File: src/rtl/deser7_pkg.sv
// Shared types and defaults for the deser7 serial-to-word deserializer.
package deser7_pkg;
  localparam int WORD_W          = 7;
  localparam int DEF_FRAME_WORDS = 8;
  localparam int DEF_MISS_LIMIT  = 2;

  typedef enum logic [1:0] {HUNT, LOCKED, CHECK} state_t;
endpackage

File: src/rtl/sipo7.sv
// 7-bit serial-in/parallel-out shift register; new bits enter at bit 0.
module sipo7
  import deser7_pkg::*;
(
  input  logic              clk,
  input  logic              clr,
  input  logic              en,
  input  logic              din,
  output logic [WORD_W-1:0] q
);

  always_ff @(posedge clk) begin
    if (clr)
      q <= '0;
    else if (en)
      q <= {q[WORD_W-2:0], din};
  end

endmodule

File: src/rtl/deser7.sv
// Frame-aligned 7-bit deserializer with sync-word hunt and lock.
// Optional periodic sync verification is built when DESER7_SYNC_CHECK_EN is defined.
module deser7
  import deser7_pkg::*;
#(
  parameter int FRAME_WORDS = DEF_FRAME_WORDS,
  parameter int MISS_LIMIT  = DEF_MISS_LIMIT
) (
  input  logic              clk,
  input  logic              rst,
  input  logic              din,
  input  logic              din_valid,
  input  logic [WORD_W-1:0] sync_word,
  output logic [WORD_W-1:0] dataout,
  output logic              dout_valid,
  output logic              locked,
  output logic              sync_err
);

  state_t            state, state_n;
  logic [2:0]        bit_cnt, bit_n;
  logic [7:0]        word_cnt, word_n;
  logic [WORD_W-1:0] sr;
  logic [WORD_W-1:0] shifted;
  logic              load;

  sipo7 u_sipo (
    .clk (clk),
    .clr (rst),
    .en  (din_valid),
    .din (din),
    .q   (sr)
  );

  // Comparisons and word capture must see the bit arriving this cycle.
  assign shifted = {sr[WORD_W-2:0], din};
  assign locked  = (state == LOCKED) || (state == CHECK);

`ifdef DESER7_SYNC_CHECK_EN
  logic [3:0] miss_cnt, miss_n;
  logic       err;
`endif

  always_comb begin
    state_n = state;
    bit_n   = bit_cnt;
    word_n  = word_cnt;
    load    = 1'b0;
`ifdef DESER7_SYNC_CHECK_EN
    miss_n  = miss_cnt;
    err     = 1'b0;
`endif
    if (din_valid) begin
      case (state)
        HUNT: begin
          if (bit_cnt >= 3'd6 && shifted == sync_word) begin
            state_n = LOCKED;
            bit_n   = 3'd0;
            word_n  = 8'd0;
          end else if (bit_cnt != 3'd7) begin
            bit_n = bit_cnt + 3'd1;
          end
        end
        LOCKED: begin
          if (bit_cnt == 3'd6) begin
            load  = 1'b1;
            bit_n = 3'd0;
            if (word_cnt == 8'(FRAME_WORDS - 1)) begin
              word_n = 8'd0;
`ifdef DESER7_SYNC_CHECK_EN
              state_n = CHECK;
`endif
            end else begin
              word_n = word_cnt + 8'd1;
            end
          end else begin
            bit_n = bit_cnt + 3'd1;
          end
        end
`ifdef DESER7_SYNC_CHECK_EN
        CHECK: begin
          if (bit_cnt == 3'd6) begin
            bit_n = 3'd0;
            if (shifted == sync_word) begin
              miss_n  = 4'd0;
              state_n = LOCKED;
            end else begin
              err = 1'b1;
              // Leaving for HUNT restarts the 7-bit minimum from scratch.
              if (miss_cnt + 4'd1 == 4'(MISS_LIMIT)) begin
                miss_n  = 4'd0;
                state_n = HUNT;
              end else begin
                miss_n  = miss_cnt + 4'd1;
                state_n = LOCKED;
              end
            end
          end else begin
            bit_n = bit_cnt + 3'd1;
          end
        end
`endif
        default: state_n = HUNT;
      endcase
    end
  end

  always_ff @(posedge clk) begin
    if (rst) begin
      state      <= HUNT;
      bit_cnt    <= 3'd0;
      word_cnt   <= 8'd0;
      dataout    <= '0;
      dout_valid <= 1'b0;
    end else begin
      state      <= state_n;
      bit_cnt    <= bit_n;
      word_cnt   <= word_n;
      dout_valid <= load;
      if (load)
        dataout <= shifted;
    end
  end

`ifdef DESER7_SYNC_CHECK_EN
  logic err_q;

  always_ff @(posedge clk) begin
    if (rst) begin
      miss_cnt <= 4'd0;
      err_q    <= 1'b0;
    end else begin
      miss_cnt <= miss_n;
      err_q    <= err;
    end
  end

  assign sync_err = err_q;
`else
  assign sync_err = 1'b0;
`endif

endmodule
File: config.mk
export PLATFORM = sky130hd
export DESIGN_NAME = deser7
export DESIGN_NICKNAME = d
export VERILOG_FILES = /design/src/rtl/deser7_pkg.sv /design/src/rtl/sipo7.sv /design/src/rtl/deser7.sv
export SDC_FILE = /design/constraint.sdc
export NUM_CORES = 1
export LEC_CHECK = 0
export ABC_AREA = 1
export BUFFER_PORTS_ARGS = -buffer_cell sky130_fd_sc_hd__buf_2
export CELL_PAD_IN_SITES_DETAIL_PLACEMENT = 2
export CELL_PAD_IN_SITES_GLOBAL_PLACEMENT = 2
export CORE_MARGIN = 10
export CORE_UTILIZATION = 28
export CTS_CLUSTER_DIAMETER = 60
export CTS_CLUSTER_SIZE = 12
export DETAILED_ROUTE_END_ITERATION = 12
export PLACE_DENSITY = 0.74
export SYNTH_ARGS = -nofsm -noshare
export SYNTH_HDL_FRONTEND = slang
export SYNTH_SLANG_ARGS = --single-unit
File: constraint.sdc
create_clock -name clk -period 1.5 [get_ports clk]
set_input_delay 0.225 -clock clk [delete_from_list [all_inputs] [get_ports clk]]
set_output_delay 0.225 -clock clk [all_outputs]
set_load 0.02 [all_outputs]
# Word level (Yosys, flattened, before mapping)

Cells that the tools add are included.

Magnitude comparators: 1
Shift operators: 0
Eq/ne operators: 7
Mux-type cells: 9
Reduce and logical (&&, ||, !) cells: 6
Bitwise operators: 1
Div/mod/pow operators: 0
Add/subtract/negate cells: 1
$mul: 0

Operators by type and width:

| kind                | count |
|---|---|
| $mux 3              | 3 |
| $eq 7x7->1          | 1 |
| $ne 3x3->1 const B  | 2 |
| $pmux 3 s2          | 1 |
| $reduce_and 3->1    | 2 |
| $pmux 2 s2          | 1 |
| $add 3x1->3 const B | 1 |
| $eq 3x3->1 const B  | 1 |
| $ge 3x3->1 const B  | 1 |
| $mux 1              | 3 |
| $eq 2x1->1 const B  | 1 |
| $eq 2x2->1 const B  | 1 |
| $logic_not 2->1     | 1 |
| $mux 2              | 1 |
| $ne 2x2->1 const B  | 1 |
| $reduce_bool 2->1   | 1 |
| $logic_and 1x1->1   | 1 |
| $logic_or 1x1->1    | 1 |
| $not 1->1           | 1 |

Input bits: 11
Flip-flop bits (word level): 19
Bits in latches: 0
RAM bits: 0
Memories kept: 0
Word-level logic and storage cells: 30
Bits in read-only memories: 0

# Longest topological paths before layout

Gate-level depths: netlist of run 1.

Word-level depth: 4
Depth in mapped cells: 12

# Modules after synthesis

A second synthesis of run 1 with hierarchy kept.

Cells, all modules: 159
Area, all modules: 978.4 um^2

Modules (own cells, without submodules):

| module | area each (um^2) | cells an instance | seq. area each (um^2) | instances |
|---|---|---|---|---|
| deser7 | 691.9            | 115               | 240.2                 | 1 |
| sipo7  | 286.5            | 44                | 140.1                 | 1 |

# Least setup slack after synthesis of run 1

Ideal clock, no wire load.

Path kind: reg-to-reg
From: reg bit_cnt[0]
To: reg dataout[3]
Required time: 1.431 ns
Arrival time: 1.108 ns
Path buffers: 0
Stages on the path, launching flop included: 9
Path slack: 0.323 ns
Cells stage by stage: dfxtp_1 > inv_1 > ha_1 > nand3_1 > nor2_2 > inv_2 > nor2_4 > inv_2 > o21ai_1

Word-level cells in the longest chain between the ends: 4

Ends and longest elaborated chain:

| item                   | line          | RTL |
|---|---|---|
| start, declared        | deser7.sv:21  | `logic [2:0] bit_cnt, bit_n;` |
| start signal, assigned | deser7.sv:117 | `bit_cnt <= bit_n;` |
| $eq 3x3->1             | deser7.sv:65  | `if (bit_cnt == 3'd6) begin` |
| $mux 1                 | deser7.sv:65  |  |
| $mux 1                 | deser7.sv:54  | `case (state)` |
| $mux 1                 | deser7.sv:53  | `if (din_valid) begin` |
| end signal, assigned   | deser7.sv:121 | `dataout <= shifted;` |
| end, declared          | deser7.sv:14  | `output logic [WORD_W-1:0] dataout,` |

Every way passes these cells.
A chain may end at the register's enable or synchronous reset.

# Worst setup path in the final report of run 1

Ends and elaborated chain as after synthesis.

==> impl_metrics.tcl, run 1 <==
set metrics [dict create \
    result_of_the_run "finished clean" \
    place.gp.congestion 0.796 \
    worstSetupPathType "reg -> reg" \
    synthesis.nets 151 \
    p_comb_share_pct 16.0 \
    cp_data_arrival_time_ns 1.61 \
    drt_iter0_markers 26 \
    combinational_family_with_the_most_area_after_synthesis "simple AND/OR/NAND/NOR gates" \
    ff2ff_path_depth 8 \
    cts_inserted_buffers 3 \
    synthSimpleGateAreaFrac_pct 29.0 \
    postRouteAntennaNets 0 \
    fin_hold_ws_ns 0.128 \
    io-pin-count 21 \
    clock_root_cell "sky130_fd_sc_hd__clkbuf_4" \
    synth_compound_gate_area_share_pct 12.1 \
    drt_first_pass_iters 2 \
    groute.usage.overall_pct 9.76 \
    power.share.sequential_pct 52.1 \
    mappedNetlistArea_um2 941 \
    clock-sinks 18 \
    share_of_total_power_in_the_clock_network_pct 31.9 \
    grt_overflow 0 \
    die_height_um 78.0 \
    clkTransAtPathRegs_ns 0.11 \
    average_footprint_of_a_synthesized_cell_um2 6.87 \
    syn2layout_area_growth_pct 22.6 \
    num_antenna_cells 0 \
    start_kind "flop" \
    maxSlewViolCount 0 \
    worst_ir_drop_vdd_mv 0.225 \
    ys_warn_count 0 \
    internal_cell_power_mw 0.703 \
    report.final.hold_viol_count 0 \
    worst_skew_pair_latency_ns 0.30 \
    synth_xor_xnor_area_share_pct 0 \
    hold-path-endpoint "dout_valid$_SDFF_PP0_" \
    post-place-ws_ns 0.0156 \
    setup_violations 0 \
    clock_path_buffers 2 \
    wire_length_of_the_first_global_routing_pass_mm 4.77 \
    core_region_area_um2 3130 \
    post_route_cells_drive_above_1_share_pct 32.1 \
    p_sw_share_pct 28.4 \
    cp-end-kind "flop" \
    max_clock_freq_mhz 729 \
    num_vias 928 \
    net-switching-power_mw 0.278 \
    hold_class "in -> reg" \
    cts_tree "done" \
    grt_setup_unrepaired "no" \
    r2r_slack_ns 0.13 \
    starting_utilization_of_the_core_area_pct 30.1 \
    worst_hold_path.num_cells 2 \
    synth_adder_area_share_pct 3.99 \
    timing.max_cap.violations 0 \
    placementRows 20 \
    route.detailed.drc 0 \
    rr_endpoint "dataout[3]$_SDFFE_PP0P_" \
    critical_register_to_register_path_startpoint "bit_cnt[0]$_SDFFE_PP0P_" \
    yosys_register_bits 18 \
    cp.required_ns 1.74 \
    muxShareOfSynthArea_pct 0 \
    timing.final.ws_setup_ns 0.128 \
    grt_start_max_net_pins 11 \
    fin_crit_sh_pct 91.5 \
    hp-start "rst" \
    syn-instance-count 137 \
    finalWirelength_mm 2.78 \
    leakagePower_nw 0.601 \
    synth_seq_area_share_pct 38.3 \
    number_of_antenna_violations_at_the_first_check_in_global_routing 0 \
    layout.nets 177 \
    setup_tns_ns 0 \
    cts-htree-levels 1 \
    routedWlPerCell_um 13.5 \
    die_width_um 78.0 \
    cts_hold_repair.buffers 0 \
    fin_worst_skew_ns 0.00140 \
    die-area_um2 6080 \
    post-dp-hpwl_mm 2.31 \
    detail_route.vias_per_cell 4.50 \
    fin_crit_ns 1.37 \
    critPathMaxFanout 7 \
    synthDistinctLibCells 20 \
    power_density_nw_per_um2 850 \
    first_global_vias 1019 \
    portBuffers 19 \
]
==> area by class of cell <==
cell class	count	area [um2]
clock buffers	4	36.3
fillers	400	1970
inverters	32	120
multi-input cells	84	448
flip-flops and latches	18	362
well taps	44	55.1
repair buffers	24	133
==> timing repair <==
item,CTS,global route
gates resized for setup,1,4
hold endpoints to repair,0,0
setup buffers,1,0
pin swaps,1,1
setup endpoints to repair,6,9
==> cell usage after synthesis (all sizes together) <==
master / instances / area share [%]
nor2: 11 / 6.5
a21oi: 9 / 5.2
o21ai: 13 / 6.9
dfxtp: 18 / 38
nand2: 37 / 17
inv: 32 / 13
buf: 2 / 2.0
conb: 1 / 0.40
nand3: 10 / 5.9
ha: 3 / 4.0
clkbuf: 1 / 1.5
==> worst max path at each step <==
| stage | from | endpoint | slack (ns) | cells after the start |
|---|---|---|---|---|
| 2_1_floorplan | bit_cnt[0]$_SDFFE_PP0P_ | dataout[3]$_SDFFE_PP0P_ | 0.32 | 8 |
| 3_3_place_gp | bit_cnt[0]$_SDFFE_PP0P_ | dataout[5]$_SDFFE_PP0P_ | 0.05 | 8 |
| 3_5_place_dp | bit_cnt[0]$_SDFFE_PP0P_ | dataout[3]$_SDFFE_PP0P_ | 0.02 | 8 |
| 4_1_cts | bit_cnt[0]$_SDFFE_PP0P_ | dataout[3]$_SDFFE_PP0P_ | 0.02 | 8 |
| 5_1_grt | bit_cnt[0]$_SDFFE_PP0P_ | dataout[1]$_SDFFE_PP0P_ | 0.02 | 8 |
| 6_report | bit_cnt[0]$_SDFFE_PP0P_ | dataout[3]$_SDFFE_PP0P_ | 0.13 | 8 |
==> kinds of logic after synthesis <==
family                     Yosys count
and+or+nand+nor                     58
buffers and inverters               35
AOI/OAI and AO/OA                   22
DFF                                 18
adders and majority gates            3
other                                1
==> power groups by stage <==
| stage | combinational (mW) | sequential [mW] | clock [mW] |
|---|---|---|---|
| floorplan | 0.105 | 0.517 | 0 |
| global placement | 0.147 | 0.519 | 0 |
| detailed placement | 0.154 | 0.521 | 0 |
| CTS | 0.157 | 0.510 | 0.329 |
| global route | 0.184 | 0.514 | 0.346 |
| finish | 0.157 | 0.511 | 0.313 |
==> critical path, cell delays in order (launching register included) <==
cell                      delay [ns]
sky130_fd_sc_hd__dfxtp_1        0.34
sky130_fd_sc_hd__inv_1          0.12
sky130_fd_sc_hd__ha_2           0.22
sky130_fd_sc_hd__nand3_4        0.11
sky130_fd_sc_hd__nor2_4         0.11
sky130_fd_sc_hd__inv_2          0.10
sky130_fd_sc_hd__nor2_4         0.10
sky130_fd_sc_hd__inv_2          0.08
sky130_fd_sc_hd__o21ai_1        0.13
==> layout by cell type, fill, tap and decap left out, types with 6 or more instances in the layout <==
cell type                 instances
sky130_fd_sc_hd__nand2_1         32
sky130_fd_sc_hd__inv_1           22
sky130_fd_sc_hd__buf_2           19
sky130_fd_sc_hd__dfxtp_1         17
sky130_fd_sc_hd__inv_2           10
sky130_fd_sc_hd__nand3_1          8
sky130_fd_sc_hd__a21oi_1          8
sky130_fd_sc_hd__nor2_1           7
sky130_fd_sc_hd__o21ai_0          7
sky130_fd_sc_hd__o21ai_1          6
==> registers in the layout, indices dropped and copies added, names as in the netlist <==
| signal | flops |
|---|---|
| state | 1 |
| dout_valid | 1 |
| dataout | 7 |
| bit_cnt | 3 |
| u_sipo.q | 6 |
==> layer usage <==
layer / up-vias / part of all wire (%) / track usage [%]
met3: 4 / 4.6 / 3.11
li1: 463 / - / -
met5: - / 0 / 0
met4: 0 / 1.1 / 4.30
met2: 15 / 49 / 17.0
met1: 446 / 45 / 10.6
==> through the flow <==
step	instances	area [um2]	total power, mW	util (%)
6_report	206	1150	0.981	36.9
4_1_cts	206	1140	0.996	36.4
2_1_floorplan	137	941	0.622	-
3_3_place_gp	201	1090	0.666	34.8
5_1_grt	206	1150	1.04	36.9
3_5_place_dp	201	1090	0.675	34.8
Power figures use the tool's default switching activity.
==> inputs of run 2 (changes only) <==
--- a/config.mk
+++ b/config.mk
@@ -10,11 +10,12 @@
 export CELL_PAD_IN_SITES_DETAIL_PLACEMENT = 2
 export CELL_PAD_IN_SITES_GLOBAL_PLACEMENT = 2
 export CORE_MARGIN = 10
-export CORE_UTILIZATION = 28
+export CORE_UTILIZATION = 27
 export CTS_CLUSTER_DIAMETER = 60
 export CTS_CLUSTER_SIZE = 12
 export DETAILED_ROUTE_END_ITERATION = 12
 export PLACE_DENSITY = 0.74
 export SYNTH_ARGS = -nofsm -noshare
 export SYNTH_HDL_FRONTEND = slang
+export SYNTH_HIERARCHICAL = 1
 export SYNTH_SLANG_ARGS = --single-unit
==> run 2 against run 1 <==
  * The run now ends with negative setup slack left
  * Register-to-register slack worse by 0.13 ns
  * Non-clock buffer count up 3
  * Synthesized cell count increased by 12%
  * Hold slack better by 0.017 ns
  * First-iteration DRC count unchanged
  * Clock skew is 0.0010 ns higher
  * Synthesized area is 0.13% lower
  * Largest power group unchanged
==> impl_metrics.tcl, run 2 <==
set metrics [dict create \
    average_footprint_of_a_synthesized_cell_um2 6.14 \
    met1_usage_pct 10.0 \
    num_vias 991 \
    clock_root_cell "sky130_fd_sc_hd__clkbuf_4" \
    clkTransAtPathRegs_ns 0.10 \
    drt_iter0_markers 26 \
    first_global_vias 1032 \
    layout_top_registers "dataout: 7 flops, u_sipo/q: 6 flops, bit_cnt: 3 flops" \
    use_met3_pct 2.93 \
    clock-sinks 18 \
    placementRows 21 \
    worst_ir_drop_vdd_mv 0.431 \
    hp-start "rst" \
    grt_overflow 0 \
    critPathMaxFanout 7 \
    maxSlewViolCount 0 \
    fin_crit_sh_pct 100 \
    postRouteAntennaNets 0 \
    post-place-ws_ns 0.0461 \
    clock_path_buffers 2 \
    syn-instance-count 153 \
    groute.usage.overall_pct 9.48 \
    placement.cell_area_um2 1080 \
    cp_data_arrival_time_ns 1.69 \
    die_width_um 79.0 \
    mostFrequentLayoutCell "sky130_fd_sc_hd__nand2_1" \
    worstSetupPathType "reg -> reg" \
    worst_skew_pair_latency_ns 0.29 \
    post_route_cells_drive_above_1_share_pct 21.1 \
    final_util_pct 34.6 \
    portBuffers 19 \
    rr_endpoint "dataout[6]$_SDFFE_PP0P_" \
    fin_crit_ns 1.50 \
    routedWlPerCell_um 13.5 \
    cts_inserted_buffers 3 \
    post-dp-hpwl_mm 2.32 \
    die-area_um2 6240 \
    grt_start_max_net_pins 15 \
    cp-end-kind "flop" \
    syn2layout_area_growth_pct 23.0 \
    drt_first_pass_iters 4 \
    failing_checks "negative setup slack" \
    core_region_area_um2 3340 \
    cp.required_ns 1.69 \
    most-common-layout-cells "sky130_fd_sc_hd__nand2_1, sky130_fd_sc_hd__inv_1, sky130_fd_sc_hd__nor2_1" \
    finalWirelength_mm 3.05 \
    io-pin-count 21 \
    hold_class "in -> reg" \
    cts-htree-levels 1 \
    mappedNetlistArea_um2 940 \
    timing.final.ws_setup_ns -0.00142 \
    largest_register_ffs 7 \
    detail_route.vias_per_cell 4.38 \
    stdcell_area_um2 1160 \
    r2r_slack_ns -0.001 \
    setup_violations 1 \
    hold-path-endpoint "state[0]$_SDFFE_PP0P_" \
    fin_hold_ws_ns 0.146 \
    power_mw 0.910 \
    groute.layer.met2.usage_pct 17.1 \
    timing.max_cap.violations 0 \
    leakagePower_nw 0.668 \
    ys_warn_count 6 \
    route.detailed.drc 0 \
    top_register "dataout" \
    fin_worst_skew_ns 0.00240 \
    cts_tree "done" \
    grt_busiest_layer "met2" \
    power_density_nw_per_um2 787 \
    critical_register_to_register_path_startpoint "bit_cnt[0]$_SDFFE_PP0P_" \
    max_clock_freq_mhz 666 \
    number_of_antenna_violations_at_the_first_check_in_global_routing 0 \
    result_of_the_run "finished, violations left" \
    layout.nets 196 \
    place.gp.congestion 0.725 \
    worst_hold_path.num_cells 2 \
    num_antenna_cells 0 \
    wire_length_of_the_first_global_routing_pass_mm 4.79 \
    report.final.hold_viol_count 0 \
    die_height_um 79.0 \
    start_kind "flop" \
    ff2ff_path_depth 7 \
    synthesis.nets 167 \
    starting_utilization_of_the_core_area_pct 28.2 \
]
run 2: per-stage QoR:
step,setup TNS [ns],cells
after floorplan,0,153
after global placement,0,217
after detailed placement,0,217
after CTS,0,220
after global routing,-0.254,226
final,-0.00142,226
run 2: worst max path at each step:
stage,to,startpoint,cells after the start
final,dataout[6]$_SDFFE_PP0P_,bit_cnt[0]$_SDFFE_PP0P_,7
after global routing,dataout[5]$_SDFFE_PP0P_,bit_cnt[0]$_SDFFE_PP0P_,7
after CTS,dataout[6]$_SDFFE_PP0P_,bit_cnt[0]$_SDFFE_PP0P_,6
after detailed placement,dataout[6]$_SDFFE_PP0P_,bit_cnt[0]$_SDFFE_PP0P_,6
after global placement,dataout[5]$_SDFFE_PP0P_,bit_cnt[0]$_SDFFE_PP0P_,6
after floorplan,dataout[3]$_SDFFE_PP0P_,bit_cnt[0]$_SDFFE_PP0P_,7
run 2: metal layers:
metal	vias up	wire, um
met1	481	1280
met3	2	70
met5	-	0
met2	9	1680
li1	499	-
met4	0	19
run 2: layout make-up:
cell class / count / area (um2)
Clock buffer: 3 / 22.5
Fill cell: 438 / 2180
Inverter: 35 / 135
Multi-Input combinational cell: 97 / 424
Sequential cell: 18 / 364
Tap cell: 46 / 57.6
Timing Repair Buffer: 27 / 153
run 2: timing repair:
action / in CTS / in global routing
resized for setup: 0 / 6
endpoints found under the setup margin: 0 / 8
hold buffers: 0 / 0
setup buffers: 0 / 6
run 2: power breakdown:
group	switching, mW	internal [mW]	total (mW)
clock	0.151	0.0935	0.245
combinational	0.0970	0.0549	0.152
sequential	0.0167	0.496	0.513
run 2: critical path: stages (launching register included):
cell	delay, ns
sky130_fd_sc_hd__dfxtp_2	0.36
sky130_fd_sc_hd__inv_1	0.07
sky130_fd_sc_hd__ha_1	0.23
sky130_fd_sc_hd__nand4_1	0.17
sky130_fd_sc_hd__clkinvlp_4	0.11
sky130_fd_sc_hd__buf_4	0.17
sky130_fd_sc_hd__o21ai_0	0.22
sky130_fd_sc_hd__a21oi_1	0.07
